[src/rtl/shift_seq_ctrl_pkg.sv]
// ============================================================================
// Module  : shift_seq_pkg
// Brief   : Shared types and constants for the shift-register sequencer.
// Revision: 1.0 - initial release
// ============================================================================
`default_nettype none

package shift_seq_pkg;

  typedef enum logic [2:0] {
    ST_IDLE     = 3'd0,
    ST_TX_LOAD  = 3'd1,
    ST_TX_SHIFT = 3'd2,
    ST_RX_SHIFT = 3'd3,
    ST_RX_HOLD  = 3'd4
  } state_e;

  localparam logic [1:0] MODE_SISO_R = 2'b00;
  localparam logic [1:0] MODE_SISO_L = 2'b01;
  localparam logic [1:0] MODE_PISO   = 2'b10;
  localparam logic [1:0] MODE_PIPO   = 2'b11;

  typedef enum logic {
    GNT_TX = 1'b0,
    GNT_RX = 1'b1
  } grant_e;

endpackage

`default_nettype wire

[src/rtl/shift_seq_ctrl_if.sv]
// ============================================================================
// Module  : shift_seq_ctrl_if
// Brief   : TX/RX handshake bundle between requesters and the sequencer.
// Revision: 1.0 - initial release
// ============================================================================
`default_nettype none

interface shift_seq_ctrl_if #(
  parameter int WIDTH = 4
) ();

  logic             tx_valid;
  logic [WIDTH-1:0] tx_data;
  logic             tx_ready;
  logic             tx_done;
  logic             ser_valid;
  logic             rx_start;
  logic             rx_valid;
  logic [WIDTH-1:0] rx_data;
  logic             rx_ready;

  modport master (
    output tx_valid, tx_data, rx_start, rx_ready,
    input  tx_ready, tx_done, ser_valid, rx_valid, rx_data
  );

  modport slave (
    input  tx_valid, tx_data, rx_start, rx_ready,
    output tx_ready, tx_done, ser_valid, rx_valid, rx_data
  );

endinterface

`default_nettype wire

[src/rtl/shift_seq_ctrl_err_monitor.sv]
// ============================================================================
// Module  : seq_err_monitor
// Brief   : Saturating upset counter and sticky per-replica mismatch flags.
// Revision: 1.0 - initial release
// ============================================================================
`default_nettype none

module seq_err_monitor #(
  parameter int CNT_W = 8
) (
  input  wire logic             clk,
  input  wire logic             rst,
  input  wire logic [2:0]       mismatch_i,
  input  wire logic             err_clr_i,
  output logic      [CNT_W-1:0] err_count_o,
  output logic      [2:0]       err_sticky_o
);

  logic [CNT_W-1:0] count_q;
  logic [2:0]       sticky_q;

  // Clear takes priority over any same-cycle increment or flag set.
  always_ff @(posedge clk or negedge rst) begin
    if (!rst) begin
      count_q  <= '0;
      sticky_q <= '0;
    end else if (err_clr_i) begin
      count_q  <= '0;
      sticky_q <= '0;
    end else begin
      if ((|mismatch_i) && (count_q != {CNT_W{1'b1}})) begin
        count_q <= count_q + 1'b1;
      end
      sticky_q <= sticky_q | mismatch_i;
    end
  end

  assign err_count_o  = count_q;
  assign err_sticky_o = sticky_q;

endmodule

`default_nettype wire

[src/rtl/shift_seq_ctrl.sv]
// ============================================================================
// Module  : shift_seq_ctrl
// Brief   : Sequences a TMR universal shift register for PISO TX and SISO RX
//           frames with round-robin arbitration. Upset monitor is built only
//           when SHIFT_SEQ_ERR_MON_EN is defined.
// Revision: 1.0 - initial release
// ============================================================================
`default_nettype none

module shift_seq_ctrl
  import shift_seq_pkg::*;
#(
  parameter int WIDTH = 4,
  parameter int CNT_W = 8
) (
  input  wire logic             clk,
  input  wire logic             rst,
  shift_seq_ctrl_if.slave       bus,
  output logic      [1:0]       reg_mode,
  output logic                  reg_load,
  output logic                  reg_enable,
  output logic      [WIDTH-1:0] reg_parallel_in,
  input  wire logic [WIDTH-1:0] reg_parallel_out,
  input  wire logic [2:0]       mismatch,
  input  wire logic             err_clr,
  output logic      [CNT_W-1:0] err_count,
  output logic      [2:0]       err_sticky,
  output logic                  busy
);

  localparam int CB = $clog2(WIDTH);

  state_e           state_q, state_d;
  grant_e           last_q, last_d;
  logic [CB-1:0]    cnt_q, cnt_d;
  logic [WIDTH-1:0] hold_q, hold_d;
  logic             w_take_tx;
  logic             w_last_bit;

  logic [1:0]       mode_q;
  logic             load_q, en_q, ser_valid_q, tx_done_q, rx_valid_q, busy_q;
  logic [WIDTH-1:0] pin_q;

  assign w_last_bit = (cnt_q == CB'(WIDTH - 1));

  always_comb begin
    state_d   = state_q;
    last_d    = last_q;
    hold_d    = hold_q;
    cnt_d     = cnt_q + 1'b1;
    w_take_tx = 1'b0;
    case (state_q)
      ST_IDLE: begin
        // On a tie, the requester that did not win last time is granted.
        w_take_tx = bus.tx_valid && (!bus.rx_start || (last_q == GNT_RX));
        if (w_take_tx) begin
          hold_d  = bus.tx_data;
          last_d  = GNT_TX;
          state_d = ST_TX_LOAD;
        end else if (bus.rx_start) begin
          last_d  = GNT_RX;
          state_d = ST_RX_SHIFT;
        end
      end
      ST_TX_LOAD:  state_d = ST_TX_SHIFT;
      ST_TX_SHIFT: if (w_last_bit) state_d = ST_IDLE;
      ST_RX_SHIFT: if (w_last_bit) state_d = ST_RX_HOLD;
      ST_RX_HOLD:  if (bus.rx_ready) state_d = ST_IDLE;
      default:     state_d = ST_IDLE;
    endcase
    if (state_d != state_q) cnt_d = '0;
  end

  // Outputs are registered from the next state so they line up with state_q.
  always_ff @(posedge clk or negedge rst) begin
    if (!rst) begin
      state_q     <= ST_IDLE;
      last_q      <= GNT_RX;
      cnt_q       <= '0;
      hold_q      <= '0;
      mode_q      <= MODE_PIPO;
      load_q      <= 1'b0;
      en_q        <= 1'b0;
      pin_q       <= '0;
      ser_valid_q <= 1'b0;
      tx_done_q   <= 1'b0;
      rx_valid_q  <= 1'b0;
      busy_q      <= 1'b0;
    end else begin
      state_q     <= state_d;
      last_q      <= last_d;
      cnt_q       <= cnt_d;
      hold_q      <= hold_d;
      tx_done_q   <= (state_q == ST_TX_SHIFT) && (state_d == ST_IDLE);
      busy_q      <= (state_d != ST_IDLE);
      mode_q      <= MODE_PIPO;
      load_q      <= 1'b0;
      en_q        <= 1'b0;
      pin_q       <= '0;
      ser_valid_q <= 1'b0;
      rx_valid_q  <= 1'b0;
      case (state_d)
        ST_TX_LOAD: begin
          mode_q <= MODE_PISO;
          load_q <= 1'b1;
          en_q   <= 1'b1;
          pin_q  <= hold_d;
        end
        ST_TX_SHIFT: begin
          mode_q      <= MODE_PISO;
          en_q        <= 1'b1;
          ser_valid_q <= 1'b1;
        end
        ST_RX_SHIFT: begin
          mode_q <= MODE_SISO_R;
          en_q   <= 1'b1;
        end
        ST_RX_HOLD: rx_valid_q <= 1'b1;
        default: ;
      endcase
    end
  end

  assign reg_mode        = mode_q;
  assign reg_load        = load_q;
  assign reg_enable      = en_q;
  assign reg_parallel_in = pin_q;
  assign busy            = busy_q;
  assign bus.tx_ready    = rst && (state_q == ST_IDLE);
  assign bus.tx_done     = tx_done_q;
  assign bus.ser_valid   = ser_valid_q;
  assign bus.rx_valid    = rx_valid_q;
  assign bus.rx_data     = rx_valid_q ? reg_parallel_out : '0;

`ifdef SHIFT_SEQ_ERR_MON_EN
  seq_err_monitor #(
    .CNT_W (CNT_W)
  ) u_err_mon (
    .clk          (clk),
    .rst          (rst),
    .mismatch_i   (mismatch),
    .err_clr_i    (err_clr),
    .err_count_o  (err_count),
    .err_sticky_o (err_sticky)
  );
`else
  logic w_unused_err;
  assign w_unused_err = ^{mismatch, err_clr};
  assign err_count    = '0;
  assign err_sticky   = '0;
`endif

endmodule

`default_nettype wire
[src/flat_wrapper.sv]
// flat-port wrapper written by rule: the top's interface ports become plain ports
module shift_seq_ctrl_flat import shift_seq_pkg::*;
#(
  parameter int WIDTH = 4,
  parameter int CNT_W = 8
)
  (clk, rst, reg_mode, reg_load, reg_enable, reg_parallel_in, reg_parallel_out, mismatch, err_clr, err_count, err_sticky, busy, bus_tx_valid, bus_tx_data, bus_rx_start, bus_rx_ready, bus_tx_ready, bus_tx_done, bus_ser_valid, bus_rx_valid, bus_rx_data);
  shift_seq_ctrl_if #(.WIDTH(WIDTH)) bus_i ();
  input  wire logic clk;
  input  wire logic rst;
  output logic      [1:0] reg_mode;
  output logic reg_load;
  output logic reg_enable;
  output logic      [WIDTH-1:0] reg_parallel_in;
  input  wire logic [WIDTH-1:0] reg_parallel_out;
  input  wire logic [2:0] mismatch;
  input  wire logic err_clr;
  output logic      [CNT_W-1:0] err_count;
  output logic      [2:0] err_sticky;
  output logic busy;
  input wire logic [$bits(bus_i.tx_valid)-1:0] bus_tx_valid;
  input wire logic [$bits(bus_i.tx_data)-1:0] bus_tx_data;
  input wire logic [$bits(bus_i.rx_start)-1:0] bus_rx_start;
  input wire logic [$bits(bus_i.rx_ready)-1:0] bus_rx_ready;
  output wire logic [$bits(bus_i.tx_ready)-1:0] bus_tx_ready;
  output wire logic [$bits(bus_i.tx_done)-1:0] bus_tx_done;
  output wire logic [$bits(bus_i.ser_valid)-1:0] bus_ser_valid;
  output wire logic [$bits(bus_i.rx_valid)-1:0] bus_rx_valid;
  output wire logic [$bits(bus_i.rx_data)-1:0] bus_rx_data;
  assign bus_i.tx_valid = bus_tx_valid;
  assign bus_i.tx_data = bus_tx_data;
  assign bus_i.rx_start = bus_rx_start;
  assign bus_i.rx_ready = bus_rx_ready;
  assign bus_tx_ready = bus_i.tx_ready;
  assign bus_tx_done = bus_i.tx_done;
  assign bus_ser_valid = bus_i.ser_valid;
  assign bus_rx_valid = bus_i.rx_valid;
  assign bus_rx_data = bus_i.rx_data;
  shift_seq_ctrl #(.WIDTH(WIDTH), .CNT_W(CNT_W)) u_core (.clk(clk), .rst(rst), .bus(bus_i), .reg_mode(reg_mode), .reg_load(reg_load), .reg_enable(reg_enable), .reg_parallel_in(reg_parallel_in), .reg_parallel_out(reg_parallel_out), .mismatch(mismatch), .err_clr(err_clr), .err_count(err_count), .err_sticky(err_sticky), .busy(busy));
endmodule
[config.mk]
export PLATFORM = sky130hd
export DESIGN_NAME = shift_seq_ctrl_flat
export DESIGN_NICKNAME = d
export VERILOG_FILES = /design/src/rtl/shift_seq_ctrl_pkg.sv /design/src/rtl/shift_seq_ctrl_if.sv /design/src/rtl/shift_seq_ctrl_err_monitor.sv /design/src/rtl/shift_seq_ctrl.sv /design/src/flat_wrapper.sv
export SDC_FILE = /design/constraint.sdc
export NUM_CORES = 1
export LEC_CHECK = 0
export CAP_MARGIN = 25
export CORE_AREA = 2 2 54 56
export DETAILED_ROUTE_END_ITERATION = 7
export DIE_AREA = 0 0 56 58
export PLACE_DENSITY = 0.71
export SLEW_MARGIN = 20
export SYNTH_ARGS = -nofsm -noshare
export SYNTH_HDL_FRONTEND = slang
export SYNTH_HIERARCHICAL = 1
export SYNTH_SLANG_ARGS = --single-unit
[constraint.sdc]
create_clock -name clk -period 1.3 [get_ports clk]
set_input_delay 0.13 -clock clk [delete_from_list [all_inputs] [get_ports clk]]
set_output_delay 0.13 -clock clk [all_outputs]
set_load 0.05 [all_outputs]
==> reports/qor.txt <==
Comb pwr share - 61.0%
DR pass1 iterations - 4
Peak supply drop - 0.00113 V
Hold_ws - 197 ps
Final Max Slew Viols - 0
Wirelength per Cell - 14.6 um
GPL Wtd Cong - 0.804
RR Startpoint - u_core/state_q[0]$_DFF_PN0_
# DRC - 0
Clock skew - 0.987 ps
Number of setup violations in the final report - 4
Post-layout min period - 1440 ps
Io pins - 45
Multi-input logic area - 453 sq um
Via-per-instance ratio - 5.11
Global route overflow - 0
Register area - 457 sq um
RSZ-0062 raised after global routing - true
CP required - 1170 ps
TritonCTS Buffers - 3
Leading area contributor after synthesis - dfrtp_1
Max-Cap Viols - 0
Clock latency on the worst-skew pair - 290 ps
CP max FO - 2
Avg Cell Area, Syn - 11.0 sq um
Synth Register Bits - 18
Post-Route WL - 2300 um
DIE AREA - 0.00325 sq mm
Top-count cell post-synth - dfrtp_1
CP endpoint kind - output pin
Switching Power - 1.34 mW
Clock slew at reported path FFs - 100 ps
Largest net degree at the start of global routing - 19
Area Overhead vs Synth - 78.6%
Fin crit share - 111%
Post-synth top area share - 42.0%
Placed cell areas - 0.00138 sq mm
Synthesized area - 893 sq um
CP Class - flop to output pin
Final Worst Setup Slack - -139 ps
Hold Crit Class - input pin to async pin
Setup TNS - -282 ps
Asr flop ratio synth - 100%
Bufs on Longest Clock Path - 2
Number of H-tree levels - 1
GR Util All Layers - 15.0%
Count of input and output buffers - 29
Die height - 58 um
Status - complete, but fails checks
Clk pwr share - 10.5%
CP Launch Type - flop
Leakage - 0.703 nW
Pre-CTS worst setup slack - -208 ps
Max frequency - 695 MHz
Dominant synthesized flop cell - dfrtp_1
Unique masters post-synth - 32
Mux cell area share after synthesis - 0%
Clock sink count - 18
Top cells by area, synth - dfrtp_1 42%, buf_4 11%, dfstp_2 8.8%
Register area share after synthesis - 50.8%
Post-synth top cells - 15 x dfrtp_1, 13 x buf_4, 10 x and2_1
Main combinational cell family by area after synthesis - compound AO/OA/AOI/OAI gates
Total number of vias - 803
Critical Path Source - u_core/state_q[1]$_DFF_PN0_
First-pass GRT wire length - 3760 um
Power per cell area - 2020 mW/mm^2
Antenna violations before repair - 0
Antenna-violating nets left - 0
Violated checks - setup timing
HPWL Detailed - 1500 um
Ant diodes - 0
Share of layout cells above drive strength 1 - 53.2%
Clk root buf - clkbuf_4
Final count of hold timing violations - 0
Synth Area in Compound Gates - 16.7%
Number of global-route vias before repair - 819
Critical Path AT - 1310 ps
Xor-xnor portion of the synthesized cell area - 0%
EDFF count, synth - 0
Internal power - 1.88 mW
Synth Area in Adders - 1.40%
Num rows - 19
Die W - 56 um
Nets - 145
Fin area - 0.00160 sq mm
Initial Util - 33.6%
Core Region - 0.00266 sq mm
Iteration-0 DRC count of the detailed router - 12
Number of synthesis warnings - 6
Final core utilization - 59.9%
Synth Area in Simple Gates - 16.7%
Net Sw Frac - 41.6%
CTS tree - done
Flop pwr share - 28.5%
Fillcell total - 214
Cts hold-fix bufs - 0
Cells after synthesis - 81
## cells in the final DEF (no fill, tap or decap), types with 2 or more instances in the layout
master | synthesis | final
buf_6 | 1 | 3
buf_4 | 13 | 14
and2_1 | 10 | 7
dfstp_2 | 3 | 3
o21bai_1 | 2 | 2
inv_2 | 0 | 2
dfrtp_2 | 0 | 2
nand2_1 | 2 | 2
conb_1 | 1 | 11
clkbuf_4 | 0 | 3
o21ai_2 | 0 | 2
dfrtp_1 | 15 | 13
buf_12 | 0 | 17
clkdlybuf4s50_1 | 0 | 12
nor3b_2 | 0 | 2
a21oi_2 | 0 | 3
and2_4 | 0 | 3
## final cells by class
class / instances / share of cell area [%]
clock buffers: 4 / 2.27
inverters: 3 / 0.706
multi-input cells: 55 / 28.4
flip-flops and latches: 18 / 28.6
well taps: 31 / 2.43
repair buffers: 46 / 37.6
## final timing paths
path | end | slack, ps | cells past startpoint
worst min-delay path | u_core/reg_parallel_in[3]$_DFF_PN0_ | 200 | 2
max in group asynchronous | u_core/reg_mode[0]$_DFF_PN1_ | 850 | 2
worst min register to register | u_core/last_q$_DFFE_PN1P_ | 550 | 2
min in group clk | u_core/reg_parallel_in[0]$_DFF_PN0_ | 380 | 2
worst max register to register | u_core/busy$_DFF_PN0_ | -80 | 4
worst max-delay path | bus_tx_ready | -140 | 4
## state kept, by name (all words and copies together) (netlist names)
signal	flops
u_core/bus.rx_valid	1
u_core/bus.ser_valid	1
u_core/bus.tx_done	1
u_core/busy	1
u_core/cnt_q	2
u_core/last_q	1
u_core/reg_enable	1
u_core/reg_load	1
u_core/reg_mode	2
u_core/reg_parallel_in	4
u_core/state_q	3
## power by group through the flow
stage                     sequential (mW)  combinational [mW]  clock (mW)
after floorplan                      1.18               0.602           0
after global placement              0.927                1.48           0
after detailed placement            0.937                1.54           0
after CTS                           0.916                1.82       0.340
after global routing                0.940                2.06       0.371
final                               0.918                1.96       0.340
## cell families (layout without fill, tap and decap cells)
kind of cell / Yosys count / count (layout)
fa+ha+maj: 1 / 1
flops: 18 / 18
buf+inv: 18 / 53
compound gates: 19 / 19
other cells: 1 / 11
simple gates: 24 / 24
## timing repair
action	in CTS	in global routing
setup buffers	7	2
pin swaps	5	5
resized for setup	21	10
setup endpoints to repair	10	14
## routing by layer
layer	share of wire (%)	wire [um]	up-vias	GRT usage (%)
li1	-	-	352	-
met1	34	786	398	16.1
met2	55	1250	41	27.6
met3	7.1	162	12	3.57
met4	4.1	95	0	7.48
met5	0	0	-	0
## critical path, cell delays in order (launching register included)
cell,delay [ps]
dfrtp_1,420
nor3_2,190
buf_4,140
and2_4,140
buf_12,130
## through the flow
step	total power [mW]	std cells
after floorplan	1.78	91
after global placement	2.41	145
after detailed placement	2.47	145
after CTS	3.08	156
after global routing	3.37	157
final	3.22	157
Note: power is estimated with default switching activity, not from simulation.
